## src/rtl/spike_rate_if.sv

```systemverilog
// Rate-sample output channel of spike_rate_decoder (valid/ready with sample payload).
// With SPIKE_ISI_EN defined the channel also carries isi_min alongside rate_out.
interface spike_rate_if #(
    parameter int CNT_W = 8
`ifdef SPIKE_ISI_EN
    , parameter int WIN_W = 8
`endif
);
    logic [CNT_W-1:0] rate_out;
    logic             rate_valid;
    logic             rate_ready;
    logic             saturated;
`ifdef SPIKE_ISI_EN
    logic [WIN_W-1:0] isi_min;

    modport master (output rate_out, output rate_valid, output saturated,
                    output isi_min, input rate_ready);
    modport slave  (input rate_out, input rate_valid, input saturated,
                    input isi_min, output rate_ready);
`else
    modport master (output rate_out, output rate_valid, output saturated,
                    input rate_ready);
    modport slave  (input rate_out, input rate_valid, input saturated,
                    output rate_ready);
`endif
endinterface

```

## src/rtl/spike_rate_decoder.sv

```systemverilog
// Counts spikes over back-to-back windows of window_len cycles and offers one rate sample per
// window on a one-deep valid/ready buffer. Optional macro SPIKE_ISI_EN adds min inter-spike interval.
module spike_rate_decoder #(
    parameter int WIN_W = 8,
    parameter int CNT_W = 8
) (
    input  logic             clk,
    input  logic             reset,
    input  logic             enable,
    input  logic [WIN_W-1:0] window_len,
    input  logic             spike_in,
    spike_rate_if.master     rate_if,
    output logic             dropped,
    output logic             busy
);
    typedef enum logic {IDLE, COUNT} state_t;

    localparam logic [CNT_W-1:0] CNT_MAX = '1;

    state_t           state_q, state_d;
    logic [WIN_W-1:0] rem_q, rem_d;
    logic [CNT_W-1:0] cnt_q, cnt_d, cnt_nxt;
    logic             sat_q, sat_d, sat_nxt;
    logic [CNT_W-1:0] rate_out_q, rate_out_d;
    logic             rate_valid_q, rate_valid_d;
    logic             saturated_q, saturated_d;
    logic             dropped_q, dropped_d;
    logic             start_ok, win_end, buf_free;
`ifdef SPIKE_ISI_EN
    logic [WIN_W-1:0] since_q, since_d;
    logic [WIN_W-1:0] isi_q, isi_d, isi_nxt;
    logic [WIN_W-1:0] isi_out_q, isi_out_d;
    logic             seen_q, seen_d;
`endif

    function automatic logic [CNT_W-1:0] sat_inc(input logic [CNT_W-1:0] c);
        return (c == CNT_MAX) ? c : c + 1'b1;
    endfunction

    always_comb begin
        start_ok = enable && (window_len != '0);
        win_end  = (state_q == COUNT) && (rem_q == WIN_W'(1));
        // A sample being consumed this cycle frees the buffer for the one completing now
        buf_free = !rate_valid_q || rate_if.rate_ready;
        cnt_nxt  = spike_in ? sat_inc(cnt_q) : cnt_q;
        sat_nxt  = sat_q || (spike_in && (cnt_q == CNT_MAX));

        state_d      = state_q;
        rem_d        = rem_q;
        cnt_d        = cnt_q;
        sat_d        = sat_q;
        rate_out_d   = rate_out_q;
        rate_valid_d = rate_valid_q && !rate_if.rate_ready;
        saturated_d  = saturated_q;
        dropped_d    = 1'b0;
`ifdef SPIKE_ISI_EN
        isi_nxt = isi_q;
        if (spike_in && seen_q && ((isi_q == '0) || (since_q < isi_q)))
            isi_nxt = since_q;
        since_d   = since_q;
        isi_d     = isi_q;
        seen_d    = seen_q;
        isi_out_d = isi_out_q;
`endif

        case (state_q)
            IDLE: begin
                if (start_ok) begin
                    state_d = COUNT;
                    rem_d   = window_len;
                    cnt_d   = '0;
                    sat_d   = 1'b0;
`ifdef SPIKE_ISI_EN
                    since_d = '0;
                    isi_d   = '0;
                    seen_d  = 1'b0;
`endif
                end
            end
            default: begin
                rem_d = rem_q - 1'b1;
                cnt_d = cnt_nxt;
                sat_d = sat_nxt;
`ifdef SPIKE_ISI_EN
                since_d = spike_in ? WIN_W'(1)
                                   : ((since_q == '1) ? since_q : since_q + 1'b1);
                seen_d  = seen_q || spike_in;
                isi_d   = isi_nxt;
`endif
                if (win_end) begin
                    if (buf_free) begin
                        rate_out_d   = cnt_nxt;
                        saturated_d  = sat_nxt;
                        rate_valid_d = 1'b1;
`ifdef SPIKE_ISI_EN
                        isi_out_d    = isi_nxt;
`endif
                    end else begin
                        dropped_d = 1'b1;
                    end
                    if (start_ok) begin
                        rem_d = window_len;
                        cnt_d = '0;
                        sat_d = 1'b0;
`ifdef SPIKE_ISI_EN
                        since_d = '0;
                        isi_d   = '0;
                        seen_d  = 1'b0;
`endif
                    end else begin
                        state_d = IDLE;
                    end
                end
            end
        endcase
    end

    always_ff @(posedge clk or negedge reset) begin
        if (!reset) begin
            state_q      <= IDLE;
            rem_q        <= '0;
            cnt_q        <= '0;
            sat_q        <= 1'b0;
            rate_out_q   <= '0;
            rate_valid_q <= 1'b0;
            saturated_q  <= 1'b0;
            dropped_q    <= 1'b0;
`ifdef SPIKE_ISI_EN
            since_q   <= '0;
            isi_q     <= '0;
            seen_q    <= 1'b0;
            isi_out_q <= '0;
`endif
        end else begin
            state_q      <= state_d;
            rem_q        <= rem_d;
            cnt_q        <= cnt_d;
            sat_q        <= sat_d;
            rate_out_q   <= rate_out_d;
            rate_valid_q <= rate_valid_d;
            saturated_q  <= saturated_d;
            dropped_q    <= dropped_d;
`ifdef SPIKE_ISI_EN
            since_q   <= since_d;
            isi_q     <= isi_d;
            seen_q    <= seen_d;
            isi_out_q <= isi_out_d;
`endif
        end
    end

    assign rate_if.rate_out   = rate_out_q;
    assign rate_if.rate_valid = rate_valid_q;
    assign rate_if.saturated  = saturated_q;
`ifdef SPIKE_ISI_EN
    assign rate_if.isi_min    = isi_out_q;
`endif
    assign dropped = dropped_q;
    assign busy    = (state_q == COUNT);
endmodule

```

## src/flat_wrapper.sv

```systemverilog
// flat-port wrapper written by rule: the top's interface ports become plain ports
module spike_rate_decoder_flat 
#(
    parameter int WIN_W = 8,
    parameter int CNT_W = 8
)
  (clk, reset, enable, window_len, spike_in, dropped, busy, rate_if_rate_out, rate_if_rate_valid, rate_if_saturated, rate_if_rate_ready);
  spike_rate_if #(.CNT_W(CNT_W)) rate_if_i ();
  input  logic clk;
  input  logic reset;
  input  logic enable;
  input  logic [WIN_W-1:0] window_len;
  input  logic spike_in;
  output logic dropped;
  output logic busy;
  output wire logic [$bits(rate_if_i.rate_out)-1:0] rate_if_rate_out;
  output wire logic [$bits(rate_if_i.rate_valid)-1:0] rate_if_rate_valid;
  output wire logic [$bits(rate_if_i.saturated)-1:0] rate_if_saturated;
  input wire logic [$bits(rate_if_i.rate_ready)-1:0] rate_if_rate_ready;
  assign rate_if_rate_out = rate_if_i.rate_out;
  assign rate_if_rate_valid = rate_if_i.rate_valid;
  assign rate_if_saturated = rate_if_i.saturated;
  assign rate_if_i.rate_ready = rate_if_rate_ready;
  spike_rate_decoder #(.WIN_W(WIN_W), .CNT_W(CNT_W)) u_core (.clk(clk), .reset(reset), .enable(enable), .window_len(window_len), .spike_in(spike_in), .rate_if(rate_if_i), .dropped(dropped), .busy(busy));
endmodule
```

## config.mk

```make
export PLATFORM = sky130hd
export DESIGN_NAME = spike_rate_decoder_flat
export DESIGN_NICKNAME = d
export VERILOG_FILES = /design/src/rtl/spike_rate_if.sv /design/src/rtl/spike_rate_decoder.sv /design/src/flat_wrapper.sv
export SDC_FILE = /design/constraint.sdc
export NUM_CORES = 1
export LEC_CHECK = 0
export ABC_AREA = 0
export ABC_CLOCK_PERIOD_IN_PS = 5100
export BUFFER_PORTS_ARGS = -buffer_cell sky130_fd_sc_hd__buf_2
export CAP_MARGIN = 30
export CORE_ASPECT_RATIO = 0.75
export CORE_MARGIN = 5
export CORE_UTILIZATION = 35
export CTS_BUF_LIST = sky130_fd_sc_hd__clkbuf_8
export CTS_CLUSTER_DIAMETER = 40
export CTS_CLUSTER_SIZE = 14
export DETAILED_ROUTE_END_ITERATION = 8
export PLACE_DENSITY = 0.52
export SYNTH_ARGS = -nofsm -noshare
export SYNTH_HDL_FRONTEND = slang
export SYNTH_SLANG_ARGS = --single-unit
```

## constraint.sdc

```tcl
create_clock -name clk -period 5.1 [get_ports clk]
set_clock_uncertainty 0.1 [all_clocks]
set_input_delay 1.02 -clock clk [delete_from_list [all_inputs] [get_ports clk]]
set_output_delay 1.02 -clock clk [all_outputs]
set_load 0.05 [all_outputs]
```

==> results of run 1 <==
==> per-stage QoR <==
stage	std cells	hold WS, ns	utilization (%)
finish	268	0.379	41.2
global route	268	0.396	41.2
CTS	268	0.382	41.2
detailed placement	260	0.368	39.1
global placement	260	0.357	39.1
floorplan	183	0.404	-
==> placed cells by master (no fill, tap or decap), types with 5 or more instances in the layout <==
cell type  Yosys  final
nand3_1        5      5
o21ai_0       16     16
nor2_1        11     11
nand4_1        6      6
buf_2          2     24
nand2_1       16     16
nor3_1         8      8
dfrtp_1       29     29
clkbuf_8       0      7
a21oi_1       11     11
==> cells in the mapped netlist (2+ instances only) <==
cell | n | area (um2)
or2_2 | 2 | 12.5
a31oi_1 | 3 | 18.8
and2_1 | 4 | 25.0
inv_1 | 4 | 15.0
o2bb2ai_1 | 3 | 26.3
nand2b_1 | 3 | 18.8
nor3_1 | 8 | 40.0
dfrtp_1 | 29 | 726
o211ai_1 | 3 | 22.5
xor2_1 | 3 | 26.3
buf_2 | 2 | 10.0
clkbuf_1 | 6 | 22.5
or4_4 | 2 | 22.5
o21bai_1 | 2 | 15.0
and4_1 | 3 | 26.3
mux2i_1 | 4 | 40.0
nand4_1 | 6 | 37.5
nor2_1 | 11 | 41.3
o21ai_1 | 2 | 10.0
a211oi_1 | 4 | 30.0
a21oi_1 | 11 | 55.1
o22ai_1 | 2 | 12.5
mux2_2 | 2 | 22.5
nand2_1 | 16 | 60.1
nand3_1 | 5 | 25.0
o21ai_0 | 16 | 80.1
ha_1 | 3 | 37.5
==> routing by layer <==
| metal | global-route usage [%] | vias to the layer above |
|---|---|---|
| met4 | 3.75 | 0 |
| met3 | 4.78 | 5 |
| met5 | 0 | - |
| li1 | - | 745 |
| met2 | 17.3 | 27 |
| met1 | 19.7 | 699 |
==> power by group <==
group	internal [mW]	switching (mW)	leakage [nW]
Clock	0.122	0.0884	0.0542
Combinational	0.154	0.259	0.415
Sequential	0.304	0.0941	0.372
Total	0.580	0.442	0.841
==> layout make-up <==
class	count	area [um2]
Clock buffer	7	96.3
Clock inverter	1	5.00
Fill cell	469	2830
Inverter	4	15.0
Multi-Input combinational cell	142	941
Sequential cell	29	726
Tap cell	60	75.1
Timing Repair Buffer	25	128
==> kinds of logic after synthesis <==
logic type	after synthesis	share of synthesized area, %
AND/OR/NAND/NOR	67	22.0
buffers and inverters	12	2.77
AO/OA/AOI/OAI	63	25.5
multiplexers	6	3.65
XOR/XNOR	3	1.53
adder cells (fa/ha/maj)	3	2.19
flip-flops	29	42.3
==> worst paths after layout <==
kind                                         endpoint  cells after the start                  startpoint  slack (ns)
min reg2reg                u_core.rate_if.rate_out[0]                      2  u_core.rate_if.rate_out[0]        0.38
max                                   u_core.rem_q[2]                      5               window_len[5]        2.63
min                        u_core.rate_if.rate_out[0]                      2  u_core.rate_if.rate_out[0]        0.38
min in group asynchronous             u_core.rem_q[0]                      1                       reset        0.67
max reg2reg                u_core.rate_if.rate_out[7]                      5             u_core.rem_q[1]        2.79
max in group asynchronous             u_core.cnt_q[5]                      1                       reset        3.79
==> registers in the layout (all words and copies together), names as in the netlist <==
name                       count
u_core.rate_if.rate_valid      1
u_core.busy                    1
u_core.cnt_q                   8
u_core.sat_q                   1
u_core.rem_q                   8
u_core.dropped                 1
u_core.rate_if.saturated       1
u_core.rate_if.rate_out        8
==> worst reg2reg max path: stages, from the launching register on <==
cell and delay, ns:
dfrtp_1 0.38, inv_1 0.09, ha_1 0.24, nor4b_4 0.38
nand4_1 0.54, mux2_2 0.46
==> flow_metrics.env, run 1 <==
export IMPL_drt_iter0_drc=100
export IMPL_crit_path_cell_trace="buf_2 -> or4_4 -> o21ai_4 -> nor2_1 -> o311a_1"
export IMPL_fin_crit_sh_pct=48.5
export IMPL_design_die_area_mm2=0.00641
export IMPL_clock_latency_ns=0.28
export IMPL_routedWlPerCell_um=15.4
export IMPL_vias=1476
export IMPL_nNetsFinal=223
export IMPL_grt_pass1_wl_mm=6.80
export IMPL_crit_fanout=8
export IMPL_cellPowerDensity_mw_per_mm2=515
export IMPL_yosys_most_used_dff="dfrtp_1"
export IMPL_synth_ff_latch_count=29
export IMPL_critPathSlowestCell="or4_4"
export IMPL_fin_crit_ns=2.47
export IMPL_syn_instance_count=183
export IMPL_tns_ns=0
export IMPL_syn_nets=199
export IMPL_grt_overflow=0
export IMPL_finalSetupViolations=0
export IMPL_synth_async_reset_ratio_pct=100
export IMPL_postCtsSetupBuffers=0
export IMPL_clk_pin_slew_ns=0.06
export IMPL_netlist_area_mm2=0.00171
export IMPL_slew_headroom_pct=55.5
export IMPL_max_freq_mhz=404
export IMPL_worst_path_buf_inv=1
export IMPL_die_x_um=90.8
export IMPL_drcViolationCount=0
export IMPL_post_dp_cell_area_mm2=0.00188
export IMPL_rsz0062_at_grt="false"
export IMPL_worstSetupPathType="in -> reg"
export IMPL_min_path_type="reg -> reg"
export IMPL_synth_cell_types=51
export IMPL_worst_pin_slew_ns=0.668
export IMPL_wl_met2_mm=1.67
export IMPL_status="finished, final reports clean"
export IMPL_cts_buffers=5
export IMPL_hold_viol_final=0
export IMPL_drt_met1_wl_mm=2.21
export IMPL_postLayoutSetupSlackWorst_ns=2.63
export IMPL_arrival_ns=2.53
export IMPL_route_top_layer_used="met4"
export IMPL_wl_met3_um=213
export IMPL_first_pass_iters=4
export IMPL_slowest_delay_ns=0.57
export IMPL_ys_seq_area_share_pct=42.3
export IMPL_stdcell_area_mm2=0.00199
export IMPL_cts_resized=0
export IMPL_clock_path_buffers=2
export IMPL_grt_pass1_vias=1349
export IMPL_start_util_pct=35.6
export IMPL_postRouteAntennaNets=0
export IMPL_die_h_um=70.6
export IMPL_via_per_inst=5.51
export IMPL_grt_antenna_before_repair=0
export IMPL_htree_levels=2
export IMPL_drive_gt1_share_pct=21.6
export IMPL_clock_sinks=29
export IMPL_postRouteWirelength_mm=4.14
export IMPL_track_usage_pct=13.1
export IMPL_antennaDiodeCount=0
export IMPL_p_leak_nw=0.841
export IMPL_avgSynthCellArea_um2=9.37
export IMPL_io_pins=25
export IMPL_gp_congestion=0.879
export IMPL_dp_hpwl_mm=2.96
export IMPL_cts_tree="yes"
export IMPL_max_vdd_ir_drop_mv=0.205
export IMPL_drv_slew=0
export IMPL_end_kind="flop"
export IMPL_cts_root_buf="clkbuf_8"
export IMPL_portBuffers=24
export IMPL_cp_top_family="simple AND/OR/NAND/NOR gates"
export IMPL_cap_violations=0
export IMPL_yosysWarnings=0
export IMPL_holdBufCountCts=0
export IMPL_dp_slack_ns=2.36
export IMPL_area_growth_pct=15.8
export IMPL_required_ns=5.16
export IMPL_grt_max_degree=39
export IMPL_startpoint_type="primary input"
export IMPL_core_area_mm2=0.00482
export IMPL_rows=22
export IMPL_synth_edf_count=0
export IMPL_power_mw=1.02
No activity file was read; power rests on OpenSTA's default activity.
==> run 2, diff against run 1 <==
--- a/config.mk
+++ b/config.mk
@@ -5,8 +5,8 @@
 export SDC_FILE = /design/constraint.sdc
 export NUM_CORES = 1
 export LEC_CHECK = 0
-export ABC_AREA = 0
-export ABC_CLOCK_PERIOD_IN_PS = 5100
+export ABC_AREA = 1
+export ABC_CLOCK_PERIOD_IN_PS = 2500
 export BUFFER_PORTS_ARGS = -buffer_cell sky130_fd_sc_hd__buf_2
 export CAP_MARGIN = 30
 export CORE_ASPECT_RATIO = 0.75
==> constraint.sdc (replaced) <==
create_clock -name clk -period 2.5 [get_ports clk]
set_clock_uncertainty 0.1 [all_clocks]
set_input_delay 0.5 -clock clk [delete_from_list [all_inputs] [get_ports clk]]
set_output_delay 0.5 -clock clk [all_outputs]
set_load 0.05 [all_outputs]
==> run 2 against run 1 <==
- core utilization up 1.1 points
- first-iteration DRC count down 44%
- critical path depth rose by 4
- die area decreased by 1.8%
- clock power is 81% higher
- register-to-register slack got worse by 2.1 ns
- sequential share of layout area increased by 1.1 points
- hold slack got worse by 0.23 ns
- routed wire length decreased by 9.1%
- via count shrank 2.9%
- synthesized area is 2.0% lower
- count of clock-buffer cells in the layout fell by 1
==> flow_metrics.env, run 2 <==
export IMPL_fin_crit_sh_pct=72.8
export IMPL_clock_sinks=29
export IMPL_cts_root_buf="clkbuf_8"
export IMPL_cellPowerDensity_mw_per_mm2=1140
export IMPL_grt_pass1_wl_mm=6.73
export IMPL_final_common_cell="nand2_1"
export IMPL_rows=21
export IMPL_synth_top_cell_area_share_pct=43.2
export IMPL_routedWlPerCell_um=12.1
export IMPL_clock_latency_ns=0.27
export IMPL_nNetsFinal=271
export IMPL_syn_instance_count=228
export IMPL_yosysMostFrequentCell="nand2_1"
export IMPL_synth_cell_types=25
export IMPL_tns_ns=0
export IMPL_synth_top_area_cell="dfrtp_1"
export IMPL_grt_pass1_vias=1433
export IMPL_htree_levels=2
export IMPL_startpoint_type="flop"
export IMPL_hold_viol_final=0
export IMPL_design_die_area_mm2=0.00630
export IMPL_slowest_delay_ns=0.39
export IMPL_end_kind="flop"
export IMPL_track_usage_pct=13.0
export IMPL_cts_buffers=5
export IMPL_synth_common_cells="79 x nand2_1, 29 x dfrtp_1, 29 x nand3_1"
export IMPL_rsz0062_at_grt="false"
export IMPL_core_area_mm2=0.00455
export IMPL_fin_crit_ns=1.82
export IMPL_first_pass_iters=4
export IMPL_clock_path_buffers=2
export IMPL_crit_fanout=13
export IMPL_num_fill_cells=486
export IMPL_finalSetupViolations=0
export IMPL_yosysWarnings=0
export IMPL_synth_edf_count=0
export IMPL_crit_start="u_core.rem_q[1]"
export IMPL_drcViolationCount=0
export IMPL_gp_congestion=0.777
export IMPL_io_pins=25
export IMPL_required_ns=2.54
export IMPL_grt_max_degree=30
export IMPL_status="finished, final reports clean"
export IMPL_r2r_start="u_core.rem_q[1]"
export IMPL_ys_top_cells_by_area="dfrtp_1 43%, nand2_1 18%, nand3_1 8.6%, inv_1 5.8%, o21ai_0 3.3%"
export IMPL_postRouteAntennaNets=0
export IMPL_drive_gt1_share_pct=18.8
export IMPL_cts_resized=0
export IMPL_slew_headroom_pct=56.3
export IMPL_netlist_area_mm2=0.00168
export IMPL_critPathSlowestCell="dfrtp_1"
export IMPL_cts_tree="yes"
export IMPL_via_per_inst=4.59
export IMPL_final_cell_mix="79 x nand2_1, 29 x nand3_1, 29 x dfrtp_1, 27 x inv_1, 24 x buf_2"
export IMPL_ys_seq_area_share_pct=43.2
export IMPL_holdBufCountCts=0
export IMPL_min_path_type="in -> async"
export IMPL_crit_path_cell_trace="inv_1 -> ha_1 -> nand2_1 -> nor2_4 -> nand3_2 -> nand2_2 -> inv_2 -> nand2_1 -> o21ai_0"
export IMPL_antennaDiodeCount=0
export IMPL_drt_iter0_drc=56
export IMPL_crit_top_cell="nand2_1"
export IMPL_worstSetupPathType="reg -> reg"
export IMPL_syn_nets=244
export IMPL_avgSynthCellArea_um2=7.36
export IMPL_die_x_um=90.0
export IMPL_postRouteWirelength_mm=3.76
export IMPL_start_util_pct=36.9
export IMPL_clk_pin_slew_ns=0.06
export IMPL_worst_pin_slew_ns=0.655
export IMPL_area_growth_pct=14.7
export IMPL_grt_overflow=0
export IMPL_drv_slew=0
export IMPL_portBuffers=24
export IMPL_dp_hpwl_mm=2.85
export IMPL_synth_ff_latch_count=29
export IMPL_p_leak_nw=1.01
export IMPL_cap_violations=0
export IMPL_vias=1433
export IMPL_arrival_ns=1.86
export IMPL_yosys_most_used_dff="dfrtp_1"
export IMPL_synth_async_reset_ratio_pct=100
export IMPL_grt_antenna_before_repair=0
export IMPL_whs_ns=0.148
export IMPL_max_freq_mhz=549
export IMPL_postCtsSetupBuffers=0
export IMPL_max_vdd_ir_drop_mv=0.470
export IMPL_die_h_um=70.0
run 2: changes by cell type after synthesis, moves of 7 or more:
cell,delta
nand2_2,+8
nand3_1,+24
inv_1,+22
nand2_1,+63
nor3_1,-7
a21oi_1,-10
run 2: power breakdown:
| group | internal, mW | total [mW] | switching [mW] | leakage (nW) |
|---|---|---|---|---|
| logic | 0.325 | 0.955 | 0.630 | 0.604 |
| registers | 0.661 | 0.857 | 0.196 | 0.356 |
| clock network | 0.214 | 0.381 | 0.168 | 0.0485 |
run 2: stage by stage:
stage               total power, mW  utilization, %  std cells  cell area (um2)  setup WS, ns
finish                         2.19            42.4        312             1930         0.680
global route                   2.40            42.4        312             1930         0.504
CTS                            2.22            42.4        312             1930         0.660
detailed placement             1.83            40.5        305             1840         0.669
global placement               1.83            40.5        305             1840         0.644
floorplan                      1.60               -        228             1680         0.926
run 2: layout make-up:
type | count | area (um2) | share of cell area (%)
timing repair buffer | 24 | 120 | 6.24
clock inverter | 1 | 3.75 | 0.195
tap | 57 | 71.3 | 3.70
inverter | 30 | 115 | 5.98
sequential | 29 | 726 | 37.7
clock buffer | 6 | 82.6 | 4.29
multi-input combinational | 165 | 807 | 41.9
run 2: cell families after synthesis:
| logic type | after synthesis | synth area share [%] |
|---|---|---|
| adder cells (fa/ha/maj) | 3 | 2.24 |
| AND/OR/NAND/NOR | 138 | 36.9 |
| XOR/XNOR | 7 | 3.65 |
| flip-flops | 29 | 43.2 |
| buffers and inverters | 34 | 8.72 |
| AO/OA/AOI/OAI | 17 | 5.29 |
run 2: final timing paths:
check / end / slack [ns] / depth (start not counted)
setup / recovery: u_core.cnt_q[0] / 0.68 / 9
hold / removal: u_core.rate_if.rate_out[3] / 0.15 / 1
setup reg to reg: u_core.cnt_q[0] / 0.68 / 9
hold reg to reg: u_core.rate_if.rate_out[1] / 0.37 / 2
max in group asynchronous: u_core.dropped / 1.72 / 1
min in group clk: u_core.rate_if.rate_out[1] / 0.37 / 2
run 2: critical path, delay by kind of cell, from the launching register on:
kind,cells,cell delay [ns]
compound gates,1,0.09
fa+ha+maj,1,0.15
buf+inv,2,0.23
flops,1,0.39
simple gates,5,0.72
run 2: layer usage:
metal	routed length, um	vias up	global-route usage (%)
li1	-	762	-
met5	0	-	0
met2	1460	23	18.2
met3	168	2	3.76
met1	2110	646	19.4
met4	24	0	3.47
